--- src/rtl/ddr_dispatch_pkg.sv ---
// Shared types and command constants for the DDR application-port arbiter.
package ddr_dispatch_pkg;

    typedef enum logic [1:0] {
        ST_IDLE = 2'd0,
        ST_RD   = 2'd1,
        ST_WR   = 2'd2
    } state_t;

    typedef enum logic {
        RD = 1'b0,
        WR = 1'b1
    } side_t;

    localparam logic [2:0] READ_CMD  = 3'b001;
    localparam logic [2:0] WRITE_CMD = 3'b000;

endpackage

--- src/rtl/ddr_wr_handshake.sv ---
// Tracks independent command/data acceptance of one write and pulses wr_ready
// in the cycle the later of the two is taken by the controller.
module ddr_wr_handshake (
    input  logic clk,
    input  logic reset,
    input  logic active,
    input  logic app_rdy,
    input  logic app_wdf_rdy,
    output logic cmd_en,
    output logic data_en,
    output logic wr_ready
);

    logic cmd_done;
    logic data_done;
    logic cmd_acc;
    logic data_acc;

    assign cmd_en   = active & ~cmd_done;
    assign data_en  = active & ~data_done;
    assign cmd_acc  = cmd_en & app_rdy;
    assign data_acc = data_en & app_wdf_rdy;
    // Completion counts a flag set earlier or an acceptance happening now.
    assign wr_ready = active & (cmd_done | cmd_acc) & (data_done | data_acc);

    // NOTE: state registers use non-blocking assignments so every flop samples pre-edge values.
    always_ff @(posedge clk) begin
        if (reset || wr_ready || !active) begin
            cmd_done  <= 1'b0;
            data_done <= 1'b0;
        end else begin
            if (cmd_acc)  cmd_done  <= 1'b1;
            if (data_acc) data_done <= 1'b1;
        end
    end

endmodule

--- src/rtl/ddr_app_arbiter.sv ---
// Two-requester (read/write) arbiter onto a DDR controller application port,
// with round-robin tie-break and a burst limit while the other side waits.
module ddr_app_arbiter
    import ddr_dispatch_pkg::*;
#(
    parameter int ADDR_W    = 27,
    parameter int DATA_W    = 128,
    parameter int MAX_BURST = 8
) (
    input  logic              clk,
    input  logic              reset,
    input  logic              rd_valid,
    input  logic [ADDR_W-1:0] rd_addr,
    output logic              rd_ready,
    input  logic              wr_valid,
    input  logic [ADDR_W-1:0] wr_addr,
    input  logic [DATA_W-1:0] wr_data,
    output logic              wr_ready,
    output logic [ADDR_W-1:0] app_addr,
    output logic [2:0]        app_cmd,
    output logic              app_en,
    input  logic              app_rdy,
    output logic [DATA_W-1:0] app_wdf_data,
    output logic              app_wdf_wren,
    output logic              app_wdf_end,
    input  logic              app_wdf_rdy,
    output logic              busy
);

    localparam int CNT_W = $clog2(MAX_BURST + 1);
    localparam logic [CNT_W-1:0] CNT_MAX = CNT_W'(MAX_BURST);

    state_t           state, state_next;
    side_t            last_grant;
    logic [CNT_W-1:0] burst_cnt;
    logic             rd_active, wr_active;
    logic             wr_cmd_en, wr_data_en;
    logic             done, cur_valid, oth_valid;
    state_t           oth_state;

    // Reset gates the enables so nothing is accepted in a cycle being abandoned.
    assign rd_active = (state == ST_RD) & rd_valid & ~reset;
    assign wr_active = (state == ST_WR) & wr_valid & ~reset;
    assign rd_ready  = rd_active & app_rdy;
    assign done      = rd_ready | wr_ready;
    assign busy      = (state != ST_IDLE);

    ddr_wr_handshake u_wr_handshake (
        .clk         (clk),
        .reset       (reset),
        .active      (wr_active),
        .app_rdy     (app_rdy),
        .app_wdf_rdy (app_wdf_rdy),
        .cmd_en      (wr_cmd_en),
        .data_en     (wr_data_en),
        .wr_ready    (wr_ready)
    );

    // NOTE: every always_comb output gets a default first so no latch is inferred.
    always_comb begin
        app_en       = 1'b0;
        app_cmd      = WRITE_CMD;
        app_addr     = '0;
        app_wdf_data = '0;
        app_wdf_wren = 1'b0;
        if (rd_active) begin
            app_en   = 1'b1;
            app_cmd  = READ_CMD;
            app_addr = rd_addr;
        end else if (wr_active) begin
            app_en       = wr_cmd_en;
            app_addr     = wr_addr;
            app_wdf_data = wr_data;
            app_wdf_wren = wr_data_en;
        end
    end

    assign app_wdf_end = app_wdf_wren;

    always_comb begin
        state_next = state;
        cur_valid  = (state == ST_RD) ? rd_valid : wr_valid;
        oth_valid  = (state == ST_RD) ? wr_valid : rd_valid;
        oth_state  = (state == ST_RD) ? ST_WR : ST_RD;
        case (state)
            ST_IDLE: begin
                if (rd_valid && wr_valid)
                    state_next = (last_grant == WR) ? ST_RD : ST_WR;
                else if (rd_valid)
                    state_next = ST_RD;
                else if (wr_valid)
                    state_next = ST_WR;
            end
            ST_RD, ST_WR: begin
                if (done) begin
                    if (oth_valid && burst_cnt == CNT_MAX) state_next = oth_state;
                    else if (cur_valid)                    state_next = state;
                    else if (oth_valid)                    state_next = oth_state;
                    else                                   state_next = ST_IDLE;
                end else if (!cur_valid) begin
                    // Served side has nothing further queued: hand over or go idle.
                    state_next = oth_valid ? oth_state : ST_IDLE;
                end
            end
            default: state_next = ST_IDLE;
        endcase
    end

    always_ff @(posedge clk) begin
        if (reset) begin
            state      <= ST_IDLE;
            burst_cnt  <= '0;
            last_grant <= WR;
        end else begin
            state <= state_next;
            if (done)
                last_grant <= (state == ST_RD) ? RD : WR;
            if (state_next == ST_IDLE)
                burst_cnt <= '0;
            else if (state_next != state)
                burst_cnt <= CNT_W'(1);
            else if (done && burst_cnt != CNT_MAX)
                burst_cnt <= burst_cnt + CNT_W'(1);
        end
    end

endmodule

--- config.mk ---
export PLATFORM = sky130hd
export DESIGN_NAME = ddr_app_arbiter
export DESIGN_NICKNAME = d
export VERILOG_FILES = /design/src/rtl/ddr_dispatch_pkg.sv /design/src/rtl/ddr_wr_handshake.sv /design/src/rtl/ddr_app_arbiter.sv
export SDC_FILE = /design/constraint.sdc
export NUM_CORES = 1
export LEC_CHECK = 0
export ABC_AREA = 0
export CORE_AREA = 2 2 138 140
export CTS_CLUSTER_DIAMETER = 100
export CTS_CLUSTER_SIZE = 8
export DETAILED_ROUTE_END_ITERATION = 6
export DIE_AREA = 0 0 140 142
export MAX_ROUTING_LAYER = met4
export PLACE_DENSITY = 0.53
export SETUP_SLACK_MARGIN = 0.15
export SLEW_MARGIN = 40
export SYNTH_ARGS = -nofsm -noshare
export SYNTH_HDL_FRONTEND = slang
export SYNTH_SLANG_ARGS = --single-unit
--- constraint.sdc ---
create_clock -name clk -period 4.28 [get_ports clk]
set_clock_uncertainty 0.15 [all_clocks]
set_input_delay 0.428 -clock clk [delete_from_list [all_inputs] [get_ports clk]]
set_output_delay 0.428 -clock clk [all_outputs]
set_load 0.01 [all_outputs]
-- Word-level counts from Yosys, hierarchy flattened
Index checks and enable logic that the tools add are counted.
- register bits after elaboration: 9
- input bits: 188
- $add $sub $neg: 1
- eq/ne operators: 5
- multiplexer cells: 24
- bitwise gates (word level): 17
- reduce and logical (&&, ||, !) cells: 13
- operators by type and width (kind ; number):
    two-way mux 128 bit ; 2
    two-way mux 27 bit ; 2
    two-way mux 2 bit ; 9
    bitwise AND 1 bit ; 11
    two-way mux 1 bit ; 10
    adder 4 x 1 -> 4 bit (second input constant) ; 1
    equality test 4 bit (second input constant) ; 1
    logical NOT 2 bit ; 2
    != test 4 bit (second input constant) ; 1
    one-hot mux 2 bit (2 select lines) ; 1
    nonzero test 2 bit ; 2
    OR reduction 2 bit ; 2
    logical AND 1 bit ; 3
    NOT 1 bit ; 3
    OR 1 bit ; 3
    OR reduction 3 bit ; 1
    equality test 2 x 1 -> 1 bit (second input constant) ; 1
    equality test 2 bit (second input constant) ; 1
    logical OR 1 bit ; 2
    != test 2 bit ; 1
    logical NOT 1 bit ; 1

-- Depth between registers and ports, before layout
- word-level depth: 13
- depth in mapped cells: 10
- mapped depth without buffers: 8

-- Hierarchy
From an unflattened synthesis, not the netlist that was laid out.
- cells, all modules: 287
- area total of the unflattened synthesis: 2011.9 um^2
- by module, submodules not included (module ; instances ; cells each ; area each (um^2)):
    ddr_app_arbiter ; 1 ; 277 ; 1911.8
    ddr_wr_handshake ; 1 ; 10 ; 100.1

-- Worst setup path after synthesis
No wires, ideal clock.
- path kind: register -> register
- from: reg state[1]
- to: reg burst_cnt[0]
- arrival: 2.117 ns
- path slack: 1.898 ns
- stages on the path, launching flop included: 11
- buffers on the path: 2
- clock period less this slack: 2.382 ns
- cell sequence: dfxtp_1 -> inv_1 -> ha_1 -> buf_4 -> and3b_1 -> buf_6 -> o2bb2a_4 -> o32ai_4 -> o311ai_0 -> o211ai_2 -> o21ba_1
- word-level cells in the longest chain between the ends: 13
- RTL lines (what ; RTL line ; RTL):
    from (decl) ; ddr_app_arbiter.sv:33 ; state_t state, state_next;
    from (signal assigned) ; ddr_app_arbiter.sv:115 ; state <= state_next;
    equality test 2 bit ; ddr_app_arbiter.sv:43, ddr_app_arbiter.sv:85 ;
    bitwise AND 1 bit (2 in a row) ; ddr_app_arbiter.sv:43 ; assign wr_active = (state == ST_WR) & wr_valid & ~reset;
    bitwise AND 1 bit ; ddr_wr_handshake.sv:19 ; assign cmd_en = active & ~cmd_done;
    bitwise AND 1 bit ; ddr_wr_handshake.sv:21 ; assign cmd_acc = cmd_en & app_rdy;
    OR 1 bit ; ddr_wr_handshake.sv:24 ; assign wr_ready = active & (cmd_done | cmd_acc) & (data_done | data_acc);
    bitwise AND 1 bit (2 in a row) ; ddr_wr_handshake.sv:24 ;
    OR 1 bit ; ddr_app_arbiter.sv:45 ; assign done = rd_ready | wr_ready;
    two-way mux 2 bit ; ddr_app_arbiter.sv:95 ; if (done) begin
    one-hot mux 2 bit (2 select lines) ; ddr_app_arbiter.sv:85 ; case (state)
    != test 2 bit or logical NOT 2 bit (tied branches) ; ddr_app_arbiter.sv:120, ddr_app_arbiter.sv:118 ;
    two-way mux 1 bit, or another cell as far along ; ddr_app_arbiter.sv:120 ; else if (state_next != state)
    to (signal assigned) ; ddr_app_arbiter.sv:123 ; burst_cnt <= burst_cnt + CNT_W'(1);
    to (decl) ; ddr_app_arbiter.sv:35 ; logic [CNT_W-1:0] burst_cnt;
Several ways; a longest one is shown, not always the timed one.
A chain may end at the register's enable or synchronous reset.

-- Worst setup path after layout
- from: in wr_valid
- to: out app_wdf_data[79]
- word-level cells in the longest chain between the ends: 4
- RTL lines (what ; RTL line ; RTL):
    from (decl) ; ddr_app_arbiter.sv:15 ; input logic wr_valid,
    bitwise AND 1 bit (2 in a row) ; ddr_app_arbiter.sv:43 ;
    two-way mux 128 bit ; ddr_app_arbiter.sv:70 ; end else if (wr_active) begin
    two-way mux 128 bit ; ddr_app_arbiter.sv:66 ; if (rd_active) begin
    to (decl) ; ddr_app_arbiter.sv:23 ; output logic [DATA_W-1:0] app_wdf_data,
Every way passes these cells.

==> out/metrics.cfg <==
[cts]
clk_latency_ns = 0.23
cts_tree = yes
cts_setup_buffers = 0
numCtsBuffers = 3
cts_hold_buf = 0
clock_sinks = 9
cts.path.max_buffers = 2
htreeDepth = 1
cts_resized = 0
root_buffer = clkbuf_16
path_clk_slew_ns = 0.04

[place]
dp_hpwl_um = 11700
port_buffers = 349
dp_slack_ns = 0.918
placed_cell_area_mm2 = 0.00563
post-place-cells = 830
place.gp.congestion = 0.919

[finish]
nNetsFinal = 795
area_growth_pct = 195
stdcell_count = 834
drive_above_1_share = 0.0233
antennaDiodeCount = 0
fin_area_mm2 = 0.00571

[outcome]
failed_checks = design-rule violations
outcome = complete, but fails checks

[critical_path]
critPathKind = input port to output pin
arrival_ns = 2.79
crit_path_max_fanout = 59
cp-start-kind = input port
worstPathRequired_ns = 3.70
critPathCaptureType = output pin

[die]
chipHeight_um = 142
io_pins = 352
core_mm2 = 0.0185
fp.dieW_um = 140
die-area_mm2 = 0.0199
initial_core_util = 0.105
rows = 50

[logic_synthesis]
synth_xor_area_frac = 0.0136
netlist_area_mm2 = 0.00194
synthArstFlopShare = 0
yosys.area_share.simple = 0.513
syn_area_per_cell_um2 = 7.14
synth.distinct_cells = 44
yosysTopAreaCell = and2_1
synth_cells = 271
yosysSeqAreaShare = 0.0931
yosys-top-cells-count = and2_1 (131), a22o_1 (27), clkbuf_1 (20)
synth_compound_area_frac = 0.234
synthAdderAreaFrac = 0.0388
ys.flop_type = dfxtp_1
synth_top_family_by_area = simple AND/OR/NAND/NOR gates
yosys_warnings = 0
synth.most_common_cell = and2_1
ys_ff_latch = 9
synth_edf_count = 0
yosys-top-cells-area = and2_1 (42%), a22o_1 (12%), dfxtp_1 (9.3%), clkbuf_1 (3.9%), ha_1 (3.9%)
yosysTopAreaCellShare = 0.423
synth.area.mux_share = 0.0213

[global_route]
gr-total-overflow = 0
track_usage = 0.136
grt_pass1_vias = 3295
grt_first_pass_wirelength_um = 20300
grt_max_degree = 98
grt_antenna_before_repair = 0

[pwr]
netSwitchingFraction = 0.310
power_frac_clock = 0.217
pwr_density_cell_mw_per_mm2 = 133
power.internal_w = 0.000522
power_frac_comb = 0.644
p_sw_w = 0.000235
p_leak_nw = 2.12
power_frac_seq = 0.139
ir_worst_vdd_v = 0.0000954

[min_path]
min_path_type = register to register

[timing]
maxSlewViolCount = 0
setup-tns-final_ns = 0
min_period_ns = 3.37
max_freq_mhz = 297
hold_ws_ns = 0.324
fin_crit_sh = 0.788
finalSetupViolCount = 0
final-hold-violation-count = 0
rsz0062_at_grt = false
layout_setup_ws_ns = 0.908

[detailed_routing]
drt.antenna.violating_nets = 0
wl_per_cell_um = 17.0
vias = 3173
drc = 5
avgViaCountPerCell = 3.80
routed_wl_um = 14200
drtIter0Drc = 177
firstDrtPassIters = 6

[flow_run]
cap_violations = 0

[final timing paths]
path / start / endpoint / slack (ns) / cells after the start
worst max-delay path: wr_valid / app_wdf_data[79] / 0.91 / 6
worst min-delay path: u_wr_handshake.cmd_done / u_wr_handshake.data_done / 0.32 / 1
worst max register to register: state[0] / burst_cnt[2] / 1.28 / 8
worst min register to register: u_wr_handshake.cmd_done / u_wr_handshake.data_done / 0.32 / 1
[metal layers]
metal | wire length (um) | vias to the layer above | share of wire | global-route usage
li1 | - | 1559 | - | -
met1 | 5710 | 1459 | 0.40 | 0.161
met2 | 6980 | 145 | 0.49 | 0.225
met3 | 1290 | 10 | 0.091 | 0.0495
met4 | 170 | 0 | 0.012 | 0.0207
met5 | 0 | - | 0 | -
[metrics by stage]
| step | util | total power [W] |
|---|---|---|
| 3_5_place_dp | 0.305 | 0.000591 |
| 5_1_grt | 0.309 | 0.000806 |
| 6_report | 0.309 | 0.000757 |
| 4_1_cts | 0.309 | 0.000764 |
| 3_3_place_gp | 0.305 | 0.000586 |
| 2_1_floorplan | - | 0.000293 |
[power by group through the flow]
stage	registers, W	logic [W]	clock network (W)
final	0.000106	0.000487	0.000164
after global routing	0.000108	0.000523	0.000176
after CTS	0.000105	0.000491	0.000169
after detailed placement	0.000106	0.000485	0
after global placement	0.000106	0.000481	0
after floorplan	0.000103	0.000190	0
[area by class of cell]
cell class,instances,area (um2)
Fill cell,1924,12700
Timing Repair Buffer,352,3530
Multi-Input combinational cell,229,1610
Tap cell,234,293
Sequential cell,9,180
Clock buffer,4,78.8
Inverter,6,22.5
[state kept, by name (all words and copies together), names as in the netlist]
name / count
u_wr_handshake.data_done: 1
u_wr_handshake.cmd_done: 1
burst_cnt: 4
last_grant: 1
state: 2
[kinds of logic (layout without fill, tap and decap cells)]
kind of cell,after synthesis,count (layout)
compound gates,51,51
xor+xnor,3,3
fa+ha+maj,6,6
buf+inv,34,362
flops,9,9
mux,4,4
other cells,1,2
simple gates,163,163
[critical path, cell delays in order]
cell and delay, ns:
clkdlybuf4s50_1 0.69, nand3b_2 0.25, a21oi_4 0.21, buf_4 0.40, and2_1 0.20, clkdlybuf4s50_1 0.58
[cell usage in the layout (no fill, tap or decap), types with 2 or more instances in the layout]
master / instances
nand2b_1: 2
and2_1: 131
inv_1: 6
dfxtp_1: 9
o21bai_1: 2
and3b_1: 2
nor2_1: 7
xor2_1: 2
clkbuf_16: 3
nand2_1: 6
conb_1: 2
o22ai_1: 2
clkdlybuf4s50_1: 349
a21oi_1: 2
o21ai_0: 4
mux2i_1: 3
o311ai_0: 2
buf_4: 2
nor3_1: 5
nand3_1: 2
a22o_1: 27
ha_1: 6
Power figures use the tool's default switching activity.
